**src/rtl/inst_rom_responder_pkg.sv**
```systemverilog
// inst_rom_responder_pkg
// Shared definitions for the instruction-fetch responder: FSM state
// encoding, the NOP returned for misaligned fetches, word geometry and the
// width of the memory-latency counter.
package inst_rom_responder_pkg;

    typedef enum logic [1:0] {
        ST_IDLE  = 2'd0,
        ST_ISSUE = 2'd1,
        ST_WAIT  = 2'd2,
        ST_DONE  = 2'd3
    } rom_state_e;

    localparam logic [31:0] INST_NOP       = 32'h0000_0013;
    localparam int          BYTES_PER_WORD = 4;

    // Counts 0..MEM_LAT-1; MEM_LAT is at most 4.
    localparam int          LAT_CNT_W      = 2;

endpackage

```
**src/rtl/inst_rom_responder_hit_buf.sv**
```systemverilog
// inst_hit_buf
// One-entry buffer remembering the last word fetched from memory, so a
// repeated fetch of the same address completes without memory traffic.
// Ports:
//   clk, rst         clock, synchronous active-low reset (invalidates entry)
//   we_i             store addr_i/word_i as the new entry
//   addr_i, word_i   address and word of a completed memory fetch
//   lookup_addr_i    address of the request being looked up
//   hit_o            entry valid and address matches lookup_addr_i
//   word_o           stored word
module inst_hit_buf #(
    parameter int ADDR_WIDTH = 17
) (
    input  logic                  clk,
    input  logic                  rst,
    input  logic                  we_i,
    input  logic [ADDR_WIDTH-1:0] addr_i,
    input  logic [31:0]           word_i,
    input  logic [ADDR_WIDTH-1:0] lookup_addr_i,
    output logic                  hit_o,
    output logic [31:0]           word_o
);

    logic                  valid_q;
    logic [ADDR_WIDTH-1:0] addr_q;
    logic [31:0]           word_q;

    always_ff @(posedge clk) begin
        if (!rst) begin
            valid_q <= 1'b0;
            addr_q  <= '0;
            word_q  <= '0;
        end else if (we_i) begin
            valid_q <= 1'b1;
            addr_q  <= addr_i;
            word_q  <= word_i;
        end
    end

    assign hit_o  = valid_q && (addr_q == lookup_addr_i);
    assign word_o = word_q;

endmodule

```
**src/rtl/inst_rom_responder.sv**
```systemverilog
// inst_rom_responder
// Serves CPU instruction fetches from a byte-wide synchronous memory. Each
// aligned fetch reads four bytes one at a time (little-endian) and returns
// the assembled word with a one-cycle rom_valid_o pulse; rom_busy_o stalls
// the fetch stage meanwhile. Misaligned fetches return a NOP immediately and
// set the sticky misalign_o flag.
// Optional feature macro: INST_ROM_HIT_BUF_EN adds a one-entry buffer of the
// last memory-fetched word; a repeat fetch of that address completes at once.
// Ports:
//   clk, rst                  clock, synchronous active-low reset
//   rom_ce_i, rom_addr_i      fetch request and byte address (held until valid)
//   rom_data_o, rom_valid_o   returned word and its one-cycle strobe
//   rom_busy_o                stall request to the fetch stage
//   misalign_o                sticky misaligned-fetch flag
//   mem_re_o, mem_addr_o      memory read strobe and byte address
//   mem_rdata_i               memory read data, MEM_LAT cycles after mem_re_o
// Handshake: a request is taken when rom_ce_i is high in IDLE; the requester
// keeps rom_ce_i and rom_addr_i steady until rom_valid_o. Dropping rom_ce_i
// before the word is delivered abandons the fetch with no valid pulse.
module inst_rom_responder
    import inst_rom_responder_pkg::*;
#(
    parameter int ADDR_WIDTH = 17,
    parameter int MEM_LAT    = 1
) (
    input  logic                  clk,
    input  logic                  rst,
    input  logic                  rom_ce_i,
    input  logic [31:0]           rom_addr_i,
    output logic [31:0]           rom_data_o,
    output logic                  rom_valid_o,
    output logic                  rom_busy_o,
    output logic                  misalign_o,
    output logic                  mem_re_o,
    output logic [ADDR_WIDTH-1:0] mem_addr_o,
    input  logic [7:0]            mem_rdata_i
);

    localparam logic [LAT_CNT_W-1:0] LAT_LAST = LAT_CNT_W'(MEM_LAT - 1);
    localparam logic [1:0]           IDX_LAST = 2'(BYTES_PER_WORD - 1);

    rom_state_e            state_q, state_d;
    logic [1:0]            idx_q, idx_d;
    logic [LAT_CNT_W-1:0]  lat_q, lat_d;
    logic [ADDR_WIDTH-1:0] base_q, base_d;
    logic [23:0]           word_q, word_d;   // bytes 0..2 of the word in flight
    logic [31:0]           data_q, data_d;
    logic                  mis_q, mis_d;

    logic                  byte_ready;
    logic                  fetch_done;
    logic [31:0]           fetched_word;
    logic                  buf_hit;
    logic [31:0]           buf_word;

    // Address bits above the memory width are intentionally ignored.
    logic unused_addr_hi;
    assign unused_addr_hi = ^rom_addr_i[31:ADDR_WIDTH];

    // Last latency cycle of a still-requested fetch: mem_rdata_i is valid now.
    assign byte_ready   = (state_q == ST_WAIT) && rom_ce_i && (lat_q == LAT_LAST);
    assign fetch_done   = byte_ready && (idx_q == IDX_LAST);
    assign fetched_word = {mem_rdata_i, word_q};

`ifdef INST_ROM_HIT_BUF_EN
    inst_hit_buf #(
        .ADDR_WIDTH (ADDR_WIDTH)
    ) u_hit_buf (
        .clk           (clk),
        .rst           (rst),
        .we_i          (fetch_done),
        .addr_i        (base_q),
        .word_i        (fetched_word),
        .lookup_addr_i (rom_addr_i[ADDR_WIDTH-1:0]),
        .hit_o         (buf_hit),
        .word_o        (buf_word)
    );
`else
    assign buf_hit  = 1'b0;
    assign buf_word = '0;
`endif

    always_ff @(posedge clk) begin
        if (!rst) begin
            state_q <= ST_IDLE;
            idx_q   <= '0;
            lat_q   <= '0;
            base_q  <= '0;
            word_q  <= '0;
            data_q  <= '0;
            mis_q   <= 1'b0;
        end else begin
            state_q <= state_d;
            idx_q   <= idx_d;
            lat_q   <= lat_d;
            base_q  <= base_d;
            word_q  <= word_d;
            data_q  <= data_d;
            mis_q   <= mis_d;
        end
    end

    always_comb begin
        state_d = state_q;
        idx_d   = idx_q;
        lat_d   = lat_q;
        base_d  = base_q;
        word_d  = word_q;
        data_d  = data_q;
        mis_d   = mis_q;

        unique case (state_q)
            ST_IDLE: begin
                if (rom_ce_i) begin
                    base_d = rom_addr_i[ADDR_WIDTH-1:0];
                    idx_d  = '0;
                    lat_d  = '0;
                    if (rom_addr_i[1:0] != 2'b00) begin
                        data_d  = INST_NOP;
                        mis_d   = 1'b1;
                        state_d = ST_DONE;
                    end else if (buf_hit) begin
                        data_d  = buf_word;
                        state_d = ST_DONE;
                    end else begin
                        state_d = ST_ISSUE;
                    end
                end
            end
            ST_ISSUE: begin
                lat_d   = '0;
                state_d = rom_ce_i ? ST_WAIT : ST_IDLE;
            end
            ST_WAIT: begin
                // Abort wins over capture: the in-flight byte is dropped.
                if (!rom_ce_i) begin
                    state_d = ST_IDLE;
                end else if (fetch_done) begin
                    data_d  = fetched_word;
                    state_d = ST_DONE;
                end else if (byte_ready) begin
                    unique case (idx_q)
                        2'd0:    word_d[7:0]   = mem_rdata_i;
                        2'd1:    word_d[15:8]  = mem_rdata_i;
                        default: word_d[23:16] = mem_rdata_i;
                    endcase
                    idx_d   = idx_q + 2'd1;
                    state_d = ST_ISSUE;
                end else begin
                    lat_d = lat_q + 1'b1;
                end
            end
            ST_DONE: begin
                state_d = ST_IDLE;
            end
            default: begin
                state_d = ST_IDLE;
            end
        endcase
    end

    assign mem_re_o    = (state_q == ST_ISSUE);
    // Base plus index wraps naturally modulo 2^ADDR_WIDTH.
    assign mem_addr_o  = mem_re_o ? (base_q + ADDR_WIDTH'(idx_q)) : '0;
    assign rom_valid_o = (state_q == ST_DONE);
    assign rom_data_o  = data_q;
    assign misalign_o  = mis_q;
    // Gated by rst so every output reads 0 while reset is held, even if a
    // request is pending.
    assign rom_busy_o  = rst && (((state_q == ST_IDLE) && rom_ce_i) ||
                                 (state_q == ST_ISSUE) || (state_q == ST_WAIT));

endmodule

```
**config.mk**
```make
export PLATFORM = sky130hd
export DESIGN_NAME = inst_rom_responder
export DESIGN_NICKNAME = d
export VERILOG_FILES = /design/src/rtl/inst_rom_responder_pkg.sv /design/src/rtl/inst_rom_responder_hit_buf.sv /design/src/rtl/inst_rom_responder.sv
export SDC_FILE = /design/constraint.sdc
export NUM_CORES = 1
export LEC_CHECK = 0
export CAP_MARGIN = 0
export CORE_MARGIN = 3
export CORE_UTILIZATION = 51
export DETAILED_ROUTE_END_ITERATION = 16
export GPL_TIMING_DRIVEN = 0
export PLACE_DENSITY = 0.84
export SYNTH_ARGS = -nofsm -noshare
export SYNTH_HDL_FRONTEND = slang
export SYNTH_SLANG_ARGS = --single-unit
```
**constraint.sdc**
```tcl
create_clock -name clk -period 3.6 [get_ports clk]
set_input_delay 0.54 -clock clk [delete_from_list [all_inputs] [get_ports clk]]
set_output_delay 0.54 -clock clk [all_outputs]
set_load 0.05 [all_outputs]
```
# --- Yosys cells after proc, flatten, opt, wreduce, memory -nomap -nowiden ---
# Cells that the tools add are included.
word_totals:
  register_bits: 80
  input_bits: 43
  out_inout_bits: 53
  wordCells: 72
op_classes:
  n_addsub: 3
  n_eq_ne: 13
  mux: 22
  n_bitwise: 2
  reduce_logical: 23
op_table:
  columns: ["operator", "n"]
  rows:
  - ["$mux 32", 4]
  - ["$pmux 32 s2", 1]
  - ["$reduce_and 5->1", 6]
  - ["$mux 2", 13]
  - ["$add 17x2->17", 1]
  - ["$mux 17", 1]
  - ["$ne 2x2->1 const B", 7]
  - ["$pmux 2 s4", 1]
  - ["$eq 2x2->1 const B", 3]
  - ["$logic_not 2->1", 3]
  - ["$pmux 2 s3", 1]
  - ["$logic_and 1x1->1", 5]
  - ["$add 2x1->2 const B", 2]
  - ["$eq 2x1->1 const B", 2]
  - ["$ne 4x4->1 const B", 1]
  - ["$pmux 2 s2", 1]
  - ["$reduce_and 2->1", 2]
  - ["$reduce_bool 2->1", 2]
  - ["$reduce_and 3->1", 1]
  - ["$reduce_bool 3->1", 1]
  - ["$logic_or 1x1->1", 2]
  - ["$not 1->1", 2]
  - ["$reduce_or 2->1", 1]

# --- Longest topological paths before layout ---
depth:
  ltp_word: 7
  mapped_depth: 8
  depth_no_buf: 6

# --- Worst setup path after synthesis ---
# Ideal clock, no wire load.
synth_path:
  kind: "register -> output"
  start: "register idx_q[0]"
  end: "output mem_addr_o[16]"
  t_arrival_ps: 2389
  t_required_ps: 3060
  slack_ps: 671
  path_stages_with_launch: 7
  n_path_buf: 0
  path_cell_list: "dfxtp_1 ha_1 fa_1 nand3_1 or3_1 or3_1 mux2i_1"
synth_between:
  elab_chain_cells: 2
synth_lines:
  columns: ["element", "line_no", "source"]
  rows:
  - ["from (decl)", "inst_rom_responder.sv:43", "logic [1:0] idx_q, idx_d;"]
  - ["from (signal assigned)", "inst_rom_responder.sv:94", "idx_q <= idx_d;"]
  - ["$add 17x2->17", "inst_rom_responder.sv:164", "assign mem_addr_o = mem_re_o ? (base_q + ADDR_WIDTH'(idx_q)) : '0;"]
  - ["$mux 17", "inst_rom_responder.sv:164", null]
  - ["to (decl)", "inst_rom_responder.sv:35", "output logic [ADDR_WIDTH-1:0] mem_addr_o,"]
# No other way between the ends.

# --- Worst setup path after layout ---
# Ends and elaborated chain as after synthesis.

==> flow_metrics.env <==
export IMPL_critPathLaunchType="flop"
export IMPL_cts_buffers=9
export IMPL_drt_pass1_iter_count=4
export IMPL_r2r_setup_slack_ns=1.50
export IMPL_hold_viol_final=0
export IMPL_final_layout_size_suffix_gt1_frac=0.0484
export IMPL_syn_area_per_cell_sq_um=8.17
export IMPL_multiInputGateArea_sq_mm=0.00168
export IMPL_clkTransAtPathRegs_ns=0.08
export IMPL_max_slew_margin=0.603
export IMPL_reg2reg_depth=7
export IMPL_dpl_hpwl_um=6160
export IMPL_ios=96
export IMPL_reg2reg_from="lat_q[0]"
export IMPL_path_common_cell="or3_1"
export IMPL_clock_path_buffers=2
export IMPL_ys_flop_type="dfxtp_1"
export IMPL_die_x_um=88.1
export IMPL_start_util=0.532
export IMPL_yosysSeqAreaShare=0.466
export IMPL_synth_area_top_cells="dfxtp_1, nand2_1, a21oi_1, mux2i_1, nand3_1"
export IMPL_r2r_end="rom_data_o[15]"
export IMPL_wl_um=8360
export IMPL_vias_per_cell=5.38
export IMPL_worst_ep_required_time_ns=3.06
export IMPL_yosysWarnings=0
export IMPL_final_fill_count=497
export IMPL_crit_type="reg2out"
export IMPL_rsz0062_at_grt="no"
export IMPL_core_area_sq_mm=0.00646
export IMPL_seq_area_sq_mm=0.00160
export IMPL_die_y_um=88.1
export IMPL_h_tree_depth=3
export IMPL_syn_cell_area_sq_mm=0.00344
export IMPL_crit_chain="ha_1 -> fa_1 -> nand3_1 -> or3_1 -> or3_1 -> mux2i_1 -> dlygate4sd2_1"
export IMPL_setup_tns_ns=0
export IMPL_ctsHoldBuffers=0
export IMPL_path_delay_family="simple AND/OR/NAND/NOR gates"
export IMPL_grt_max_degree=15
export IMPL_vdd_drop_max_mv=0.305
export IMPL_post_drt_wl_per_cell_um=14.1
export IMPL_nets=561
export IMPL_track_usage=0.219
export IMPL_synth_edff_count=0
export IMPL_drt_iter0_markers=183
export IMPL_cts_sinks=80
export IMPL_cts_tree="built"
export IMPL_p_leak_nw=1.73
export IMPL_fin_area_sq_mm=0.00451
export IMPL_status="finished, final reports clean"
export IMPL_path_buf_inv=1
export IMPL_yosys_area_top_type="dfxtp_1"
export IMPL_yosysMostFrequentCell="dfxtp_1"
export IMPL_postCtsSetupBuffers=0
export IMPL_crit_end="mem_addr_o[16]"
export IMPL_worstPathArrival_ns=2.85
export IMPL_power_density_mw_per_mm2=393
export IMPL_finalSetupViolCount=0
export IMPL_slew_violations=0
export IMPL_vias=3193
export IMPL_min_period_over_period=0.942
export IMPL_grt_pass1_vias=2909
export IMPL_cp_max_fo=6
export IMPL_critPathLaunch="idx_q[0]"
export IMPL_slowest_stage="dlygate4sd2_1"
export IMPL_io_buffer_count=79
export IMPL_synth_cells=421
export IMPL_worstMarginPinSlew_ns=0.593
export IMPL_syn_nets=471
export IMPL_layout_min_cycle_time_ns=3.39
export IMPL_grt_pass1_wl_um=13400
export IMPL_synthArstFlopShare=0
export IMPL_antenna_found_initial=0
export IMPL_ant_nets=0
export IMPL_crit_cells=7
export IMPL_synth_seq_cells=80
export IMPL_fmaxAchievable_ghz=0.295
export IMPL_dieArea_sq_mm=0.00776
export IMPL_finClkSkew_ns=0.0102
export IMPL_max_cap_violations=0
export IMPL_synth_cell_type_count=37
export IMPL_cts_resized_gates=3
export IMPL_placed_area_sq_mm=0.00433
export IMPL_hold_path_class="reg2reg"
export IMPL_slowest_delay_ns=0.54
export IMPL_drc=0
export IMPL_synth_top_area_share=0.466
export IMPL_gp_congestion=0.899
export IMPL_diodes=0
export IMPL_root_buffer="clkbuf_8"
export IMPL_overflow=0
export IMPL_fin_util=0.699
export IMPL_cp_end_kind="output pin"
export IMPL_area_delta_synth_final_pct=31.3
export IMPL_rows=29
export IMPL_insertion_delay_ns=0.35
export IMPL_synthTopCellsByCount="dfxtp_1, nand2_1, a21oi_1, nor2_1, nand3_1"
==> metal layers <==
layer	track usage	wire [um]	vias to the layer above
met3	0.0611	559	12
met2	0.340	3800	111
met4	0.0742	110	0
met1	0.294	3900	1461
li1	-	-	1609
met5	0	0	-
==> worst register-to-register path: stages, from the launching register on <==
cell and delay [ns]:
dfxtp_1 0.33, inv_1 0.08, ha_1 0.24, nand2_1 0.11, a211oi_2 0.54, clkbuf_1 0.42
nand3_1 0.16, a21oi_1 0.17
==> logic make-up (layout without fill, tap and decap cells) <==
group,count (synthesis),after routing,share of synthesized area
and+or+nand+nor,187,187,0.246
DFF,80,80,0.466
AOI/OAI and AO/OA,72,72,0.117
buffers and inverters,40,135,0.0455
muxes,25,25,0.0728
xor gates and xnor gates,10,10,0.0255
adders and majority gates,7,7,0.0277
==> worst min-delay path by stage <==
stage / startpoint / endpoint / cells after the start
3_3_place_gp: rom_data_o[31] / rom_data_o[31] / 2
4_1_cts: rom_data_o[17] / rom_data_o[17] / 2
5_1_grt: rom_data_o[18] / rom_data_o[18] / 2
3_5_place_dp: rom_data_o[31] / rom_data_o[31] / 2
2_1_floorplan: base_q[0] / base_q[0] / 2
6_report: rom_data_o[17] / rom_data_o[17] / 2
==> power breakdown <==
part           switching [mW]  leakage [nW]  internal (mW)
sequential             0.0197         0.649          0.907
clock                   0.333        0.0882          0.292
combinational           0.141         0.993         0.0808
total                   0.494          1.73           1.28
==> metrics by stage <==
stage	hold slack, ns	total power [mW]	worst slack, ns	cells
3_3_place_gp	0.441	1.16	0.323	577
4_1_cts	0.461	1.78	0.209	593
2_1_floorplan	0.440	1.08	0.671	421
3_5_place_dp	0.444	1.17	0.313	577
6_report	0.459	1.77	0.209	593
5_1_grt	0.477	1.84	0.00454	593
==> cells in the final DEF, fill, tap and decap left out, types with 4 or more instances in the layout <==
| master | netlist | final |
|---|---|---|
| clkbuf_1 | 18 | 18 |
| nand3_1 | 35 | 35 |
| mux2i_1 | 25 | 25 |
| xnor2_1 | 9 | 9 |
| nor3_1 | 4 | 4 |
| buf_2 | 5 | 5 |
| dfxtp_1 | 80 | 80 |
| clkbuf_8 | 0 | 11 |
| and2_1 | 4 | 4 |
| a21oi_1 | 54 | 54 |
| clkdlybuf4s50_1 | 0 | 76 |
| nand2_1 | 73 | 73 |
| nand4_1 | 4 | 4 |
| inv_1 | 14 | 14 |
| nor2_1 | 46 | 46 |
| or3_1 | 6 | 6 |
| ha_1 | 6 | 6 |
| o21ai_0 | 6 | 6 |
==> sequential cells by signal (all words and copies together) (netlist names) <==
name        flops
base_q         17
state_q         2
rom_data_o     32
lat_q           2
word_q         24
misalign_o      1
idx_q           2
==> layout make-up <==
cell class	count	share of cell area
Clock inverter	5	0.00887
Inverter	14	0.0116
Buffer	26	0.0230
Tap cell	77	0.0213
Multi-Input combinational cell	301	0.372
Timing Repair Buffer	79	0.174
Clock buffer	11	0.0335
Sequential cell	80	0.355
Power figures use the tool's default switching activity.
